### src/rtl/execute_stage.sv
// Execute stage: ALU, branch/jump resolution and EX/MEM register; 1-cycle latency for non-MUL ops.
// Optional iterative multiply (EX_MUL_EN) holds stall high for 33 cycles and inserts bubbles meanwhile.
module execute_stage (
  input  logic        clk,
  input  logic        rst_n,
  input  logic        flush,
  input  logic [31:0] pc_value,
  input  logic [31:0] read_data_0,
  input  logic [31:0] read_data_1,
  input  logic [31:0] immediate,
  input  logic [2:0]  alu_op,
  input  logic        alu_src,
  input  logic        reg_dst,
  input  logic        branch,
  input  logic        jump,
  input  logic        mem_read,
  input  logic        mem_write,
  input  logic        reg_write,
  input  logic        mem_reg,
  input  logic [4:0]  rt_addr,
  input  logic [4:0]  rd_addr,
  output logic        stall,
  output logic [31:0] alu_result_xm,
  output logic [31:0] store_data_xm,
  output logic [4:0]  dest_addr_xm,
  output logic        mem_read_xm,
  output logic        mem_write_xm,
  output logic        reg_write_xm,
  output logic        mem_reg_xm,
  output logic        pc_redirect_xm,
  output logic [31:0] pc_target_xm
);

  localparam logic [2:0] OP_ADD = 3'b000;
  localparam logic [2:0] OP_SUB = 3'b001;
  localparam logic [2:0] OP_AND = 3'b010;
  localparam logic [2:0] OP_OR  = 3'b011;
  localparam logic [2:0] OP_SLT = 3'b100;
  localparam logic [2:0] OP_XOR = 3'b101;
  localparam logic [2:0] OP_MUL = 3'b110;
  localparam logic [2:0] OP_NOR = 3'b111;

  typedef struct packed {
    logic [31:0] alu_result;
    logic [31:0] store_data;
    logic [4:0]  dest_addr;
    logic        mem_read;
    logic        mem_write;
    logic        reg_write;
    logic        mem_reg;
    logic        pc_redirect;
    logic [31:0] pc_target;
  } xm_t;

  xm_t         xm_d, xm_q;
  logic [31:0] op_b;
  logic [31:0] alu_res;
  logic [31:0] mul_res;
  logic [31:0] br_target;
  logic [31:0] jmp_target;
  logic        br_taken;

`ifdef EX_MUL_EN
  typedef enum logic [1:0] {IDLE, BUSY, DONE} mul_state_t;

  mul_state_t  state_d, state_q;
  logic [4:0]  cnt_d, cnt_q;
  logic [31:0] mcand_d, mcand_q;
  logic [31:0] mplr_d, mplr_q;
  logic [31:0] prod_d, prod_q;

  assign stall   = ((state_q == IDLE) && (alu_op == OP_MUL)) || (state_q == BUSY);
  assign mul_res = prod_q;

  always_comb begin
    state_d = state_q;
    cnt_d   = cnt_q;
    mcand_d = mcand_q;
    mplr_d  = mplr_q;
    prod_d  = prod_q;
    if (flush) begin
      state_d = IDLE;
      cnt_d   = 5'd0;
    end else begin
      case (state_q)
        IDLE: if (alu_op == OP_MUL) begin
          state_d = BUSY;
          cnt_d   = 5'd0;
          mcand_d = read_data_0;
          mplr_d  = op_b;
          prod_d  = 32'd0;
        end
        BUSY: begin
          // One shift-add step per cycle; only the low 32 product bits are kept.
          prod_d  = prod_q + (mplr_q[0] ? mcand_q : 32'd0);
          mcand_d = mcand_q << 1;
          mplr_d  = mplr_q >> 1;
          cnt_d   = cnt_q + 5'd1;
          if (cnt_q == 5'd31) state_d = DONE;
        end
        DONE:    state_d = IDLE;
        default: state_d = IDLE;
      endcase
    end
  end

  always_ff @(posedge clk or negedge rst_n) begin
    if (!rst_n) begin
      state_q <= IDLE;
      cnt_q   <= 5'd0;
      mcand_q <= 32'd0;
      mplr_q  <= 32'd0;
      prod_q  <= 32'd0;
    end else begin
      state_q <= state_d;
      cnt_q   <= cnt_d;
      mcand_q <= mcand_d;
      mplr_q  <= mplr_d;
      prod_q  <= prod_d;
    end
  end
`else
  assign stall   = 1'b0;
  assign mul_res = 32'd0;
`endif

  assign op_b       = alu_src ? immediate : read_data_1;
  assign br_taken   = branch && (read_data_0 == read_data_1);
  assign br_target  = pc_value + {immediate[29:0], 2'b00};
  assign jmp_target = {pc_value[31:28], immediate[25:0], 2'b00};

  always_comb begin
    alu_res = 32'd0;
    case (alu_op)
      OP_ADD:  alu_res = read_data_0 + op_b;
      OP_SUB:  alu_res = read_data_0 - op_b;
      OP_AND:  alu_res = read_data_0 & op_b;
      OP_OR:   alu_res = read_data_0 | op_b;
      OP_SLT:  alu_res = {31'd0, ($signed(read_data_0) < $signed(op_b))};
      OP_XOR:  alu_res = read_data_0 ^ op_b;
      OP_MUL:  alu_res = mul_res;
      OP_NOR:  alu_res = ~(read_data_0 | op_b);
      default: alu_res = 32'd0;
    endcase
  end

  // Flushed or stalled cycles load an all-zero bubble.
  always_comb begin
    xm_d = '0;
    if (!flush && !stall) begin
      xm_d.alu_result  = alu_res;
      xm_d.store_data  = read_data_1;
      xm_d.dest_addr   = reg_dst ? rd_addr : rt_addr;
      xm_d.mem_read    = mem_read;
      xm_d.mem_write   = mem_write;
      xm_d.reg_write   = reg_write;
      xm_d.mem_reg     = mem_reg;
      xm_d.pc_redirect = jump || br_taken;
      xm_d.pc_target   = jump ? jmp_target : (br_taken ? br_target : 32'd0);
    end
  end

  always_ff @(posedge clk or negedge rst_n) begin
    if (!rst_n) xm_q <= '0;
    else        xm_q <= xm_d;
  end

  assign alu_result_xm  = xm_q.alu_result;
  assign store_data_xm  = xm_q.store_data;
  assign dest_addr_xm   = xm_q.dest_addr;
  assign mem_read_xm    = xm_q.mem_read;
  assign mem_write_xm   = xm_q.mem_write;
  assign reg_write_xm   = xm_q.reg_write;
  assign mem_reg_xm     = xm_q.mem_reg;
  assign pc_redirect_xm = xm_q.pc_redirect;
  assign pc_target_xm   = xm_q.pc_target;

endmodule

### config.mk
export PLATFORM = sky130hd
export DESIGN_NAME = execute_stage
export DESIGN_NICKNAME = d
export VERILOG_FILES = /design/src/rtl/execute_stage.sv
export SDC_FILE = /design/constraint.sdc
export NUM_CORES = 1
export LEC_CHECK = 0
export ABC_AREA = 1
export ABC_CLOCK_PERIOD_IN_PS = 900
export BUFFER_PORTS_ARGS = -buffer_cell sky130_fd_sc_hd__buf_4
export CAP_MARGIN = 20
export CORE_MARGIN = 2
export CORE_UTILIZATION = 28
export CTS_CLUSTER_DIAMETER = 150
export CTS_CLUSTER_SIZE = 28
export DETAILED_ROUTE_END_ITERATION = 16
export PLACE_DENSITY = 0.5
export SKIP_CTS_REPAIR_TIMING = 1
export SYNTH_ARGS = -nofsm -noshare
export SYNTH_HDL_FRONTEND = slang
export SYNTH_SLANG_ARGS = --single-unit
export TNS_END_PERCENT = 10
### constraint.sdc
create_clock -name clk -period 0.9 [get_ports clk]
set_clock_uncertainty 0.05 [all_clocks]
set_input_delay 0.18 -clock clk [delete_from_list [all_inputs] [get_ports clk]]
set_output_delay 0.18 -clock clk [all_outputs]
set_load 0.05 [all_outputs]
Yosys cells after proc, flatten, opt, wreduce, memory -nomap -nowiden
Index checks and enable logic that the tools add are counted.
- reduce and logical (&&, ||, !) cells: 3
- equal/unequal tests: 8
- add/subtract/negate cells: 3
- order comparisons: 1
- bitwise logic cells: 4
- multiplexer cells: 6
- operator list (cell ; number):
    32-bit case mux with 8 select lines ; 1
    106-bit 2-to-1 mux ; 1
    32-bit 2-to-1 mux ; 3
    32-bit adder ; 2
    32-bit bitwise AND ; 1
    32-bit == test ; 1
    32-bit less-than comparator ; 1
    32-bit NOT ; 1
    32-bit bitwise OR ; 1
    32-bit subtractor ; 1
    32-bit XOR ; 1
    3-bit == test (second input constant) ; 4
    3-bit by 2-bit == test with 1-bit output (second input constant) ; 2
    5-bit 2-to-1 mux ; 1
    3-bit by 1-bit == test with 1-bit output (second input constant) ; 1
    3-bit logical NOT ; 1
    1-bit logical AND ; 1
    1-bit logical OR ; 1
- input port bits: 152
- flip-flop bits (word level): 106

Longest topological paths before layout
- depth after elaboration: 5
- mapped depth: 21

Worst setup path after synthesis
No wires, ideal clock.
- kind: input to register
- start point: in alu_src
- end point: reg xm_q (netlist bit alu_result_xm[24])
- setup time: 132 ps
- path slack: -1699 ps
- stages: 17
- arrival: 2417 ps
- cells stage by stage: clkbuf_1 clkbuf_1 nand2_1 o21ai_0 inv_1 ha_1 fa_1 nand2_1 nand3_1 and2_1 a21o_1 nand2_1 nand3_1 nand2_1 nand3_1 nand2_1 nor2_1
- RTL lines (item ; RTL line ; RTL):
    from (decl) ; 12 ; input logic alu_src,
    to (signal assigned) ; 165 ; else xm_q <= xm_d;
    to (decl) ; 55 ; xm_t xm_d, xm_q;

==> qor.csv <==
stage,metric,value,unit
clock_network,cts_tree,done,
power,power.density,1087,nW/µm²
power,ir_worst_vdd,844.5,µV
worst_setup_path,cp.required,1.21,ns
grt,grt_max_degree,39,
clock_network,cts.sinks,106,
synthesis,avgSynthCellArea,6.015,µm²
worst_setup_path,crit_buf_inv,5,
synthesis,yosysMostFrequentCell,nand2_1,
grt,grt_first_pass_wirelength,99440,µm
synthesis,synth_area,13030,µm²
final_layout,finish.utilization,46.86,%
die,die_w,219.7,µm
worst_setup_path,worstSetupStartpointType,input port,
die,rows,79,
synthesis,synth-seq-cells,106,
final_layout,seq_area,2653,µm²
worst_setup_path,critPathKind,input port to flip-flop,
place,gp_congestion,1.030,
worst_setup_path,cp.arrival,2.37,ns
status,violations,"negative hold slack, negative setup slack",
timing,slew_violations,0,
routing,first_pass_iters,5,
synthesis,synth_cell_types,50,
clock_network,clock_path_buffers,2,
place,placed_cells,3500,
die,initial_core_util,28.16,%
clock_network,clock_tree.root_cell,clkbuf_16,
status,status,"complete, but fails checks",
timing,fin_setup_tns,-89.74,ns
synthesis,yosysSeqAreaShare,20.36,%
timing,period_share,229.6,%
synthesis,yosys-top-cells-count,"647 x nand2_1, 358 x inv_1, 214 x nor2_1",
routing,vias,17290,
final_layout,multi_input_area,9947,µm²
flow_run,cap_violations,0,
final_layout,nNetsFinal,3225,
final_layout,area_growth,66.37,%
routing,first_iter_violations,1176,
place,dpl_cell_area,19620,µm²
final_layout,stdcell_count,3560,
place,post-place-ws,-1.995,ns
worst_hold_path,min_path_type,input port to flip-flop,
final_layout,fillers,4913,
worst_setup_path,worst_path_largest_cell_delay,0.34,ns
routing,ant_nets,0,
worst_setup_path,path_max_fanout,6,
synthesis,synth.top_cell.area_share,20.36,%
synthesis,synthFlopType,dfrtp_1,
synthesis,synth_edf_count,0,
clock_network,cts_buffers,9,
die,die_area,48270,µm²
synthesis,yosysWarnings,0,
worst_setup_path,crit_path_cell_trace,"buf_16, buf_4, nand2_1, o21ai_0, buf_4, ha_4, nand2_4, buf_4, nor4_4, nand2_1, nand2_2, a21oi_2, o21ai_1, nand2_1, a21oi_2, buf_6",
synthesis,synth_largest_area_cell,dfrtp_1,
clock_network,clk_pin_slew,0.09,ns
routing,vias_per_cell,4.855,
timing,fmax,484.0,MHz
worst_setup_path,cp_slowest_cell,ha_4,
routing,wl,69330,µm
die,fp.coreArea,46260,µm²
synthesis,synth_area_leaders,"dfrtp_1 20%, nand2_1 19%, ha_1 12%, inv_1 10%, nor2_1 6.2%",
worst_setup_path,cp_top_family,simple AND/OR/NAND/NOR gates,
timing,fin_ws,-1.166,ns
place,numPortBuffers,257,
timing,period_minus_slack,2.066,ns
timing,tightest_slew,0.7197,ns
worst_setup_path,worst_setup_path_end_kind,flip-flop,
timing,slew-limit-headroom,50.78,%
timing,finalHoldViolCount,2,
timing,rsz0062_at_grt,yes,
worst_setup_path,path_depth,16,
final_layout,stdcell_area,21680,µm²
grt,grtUsageTotal,28.02,%
final_layout,drive_above_1_share,40.45,%
timing,setup_viol,171,
routing,drcViolationCount,0,
timing,holdWs,-0.01095,ns
synthesis,ys_async_sr_fraction,100.0,%
place,dp_hpwl,58200,µm
worst_hold_path,hold_depth,3,
power,p_leak,11.64,nW
synthesis,synthesis.nets,2447,
grt,first_global_vias,16990,
grt,antenna_found_initial,9,
grt,grt.overflow.total,0,
die,die_h,219.7,µm
power,power,23.56,mW
routing,wire_per_inst,19.47,µm
clock_network,cts_max_level,3,
synthesis,synthCells,2166,
die,io_pins,259,
==> path summary, 6_finish.rpt <==
path | from | endpoint | slack [ns]
worst max-delay path | alu_src | alu_result_xm[14] | -1.17
worst min-delay path | pc_value[28] | pc_target_xm[28] | -0.01
max in group asynchronous | rst_n | store_data_xm[22] | 0.16
min in group asynchronous | rst_n | alu_result_xm[5] | 0.12
==> final cells by class <==
type                       count  area share (%)
antenna                        4         0.04618
clock buffer                   9           1.039
clock inverter                 7          0.3810
inverter                     373           6.471
multi-input combinational   1620           45.89
sequential                   106           12.24
tap                          607           3.504
timing repair buffer         834           30.43
==> cell usage in the layout, fill, tap and decap left out, types with 14 or more instances in the layout <==
master,instances
inv_1,343
nand3_2,34
a211oi_1,14
a21oi_2,69
dfrtp_1,106
nor2_1,178
dlygate4sd3_1,15
o21ai_2,17
nor2_2,41
nand3_1,125
nand4_1,38
o21ai_1,37
buf_12,15
inv_2,29
a21oi_1,61
o21ai_0,68
ha_4,28
buf_4,793
ha_1,91
nand2_1,573
nand2_2,69
==> state kept, by name, summed over array words and instances, names as in the netlist <==
register	cells
mem_reg_xm	1
mem_write_xm	1
mem_read_xm	1
dest_addr_xm	5
reg_write_xm	1
pc_redirect_xm	1
alu_result_xm	32
store_data_xm	32
pc_target_xm	32
==> power by group <==
group	switching, mW	total, mW	internal (mW)
clock	2.46	4.44	1.98
sequential	0.104	5.14	5.03
combinational	8.05	14.0	5.94
total	10.6	23.6	13.0
==> routing by layer <==
metal  GRT usage [%]  share of wire (%)  vias to the layer above
met1           35.05                 42                     8103
met2           47.70                 48                      606
met4           11.43                4.1                       10
li1                -                  -                     8438
met5               0               0.11                        -
met3           4.707                6.3                      128
==> kinds of logic (layout without fill, tap and decap cells) <==
| logic type | after synthesis | count (layout) | synth area share [%] |
|---|---|---|---|
| AND/OR/NAND/NOR | 1127 | 1127 | 36.99 |
| AO/OA/AOI/OAI | 343 | 343 | 15.26 |
| XOR/XNOR | 20 | 20 | 1.344 |
| other | 1 | 5 | 0.02878 |
| adder cells (fa/ha/maj) | 129 | 129 | 12.56 |
| flip-flops | 106 | 106 | 20.36 |
| buffers and inverters | 440 | 1223 | 13.45 |
(Power assumes the default switching activity.)
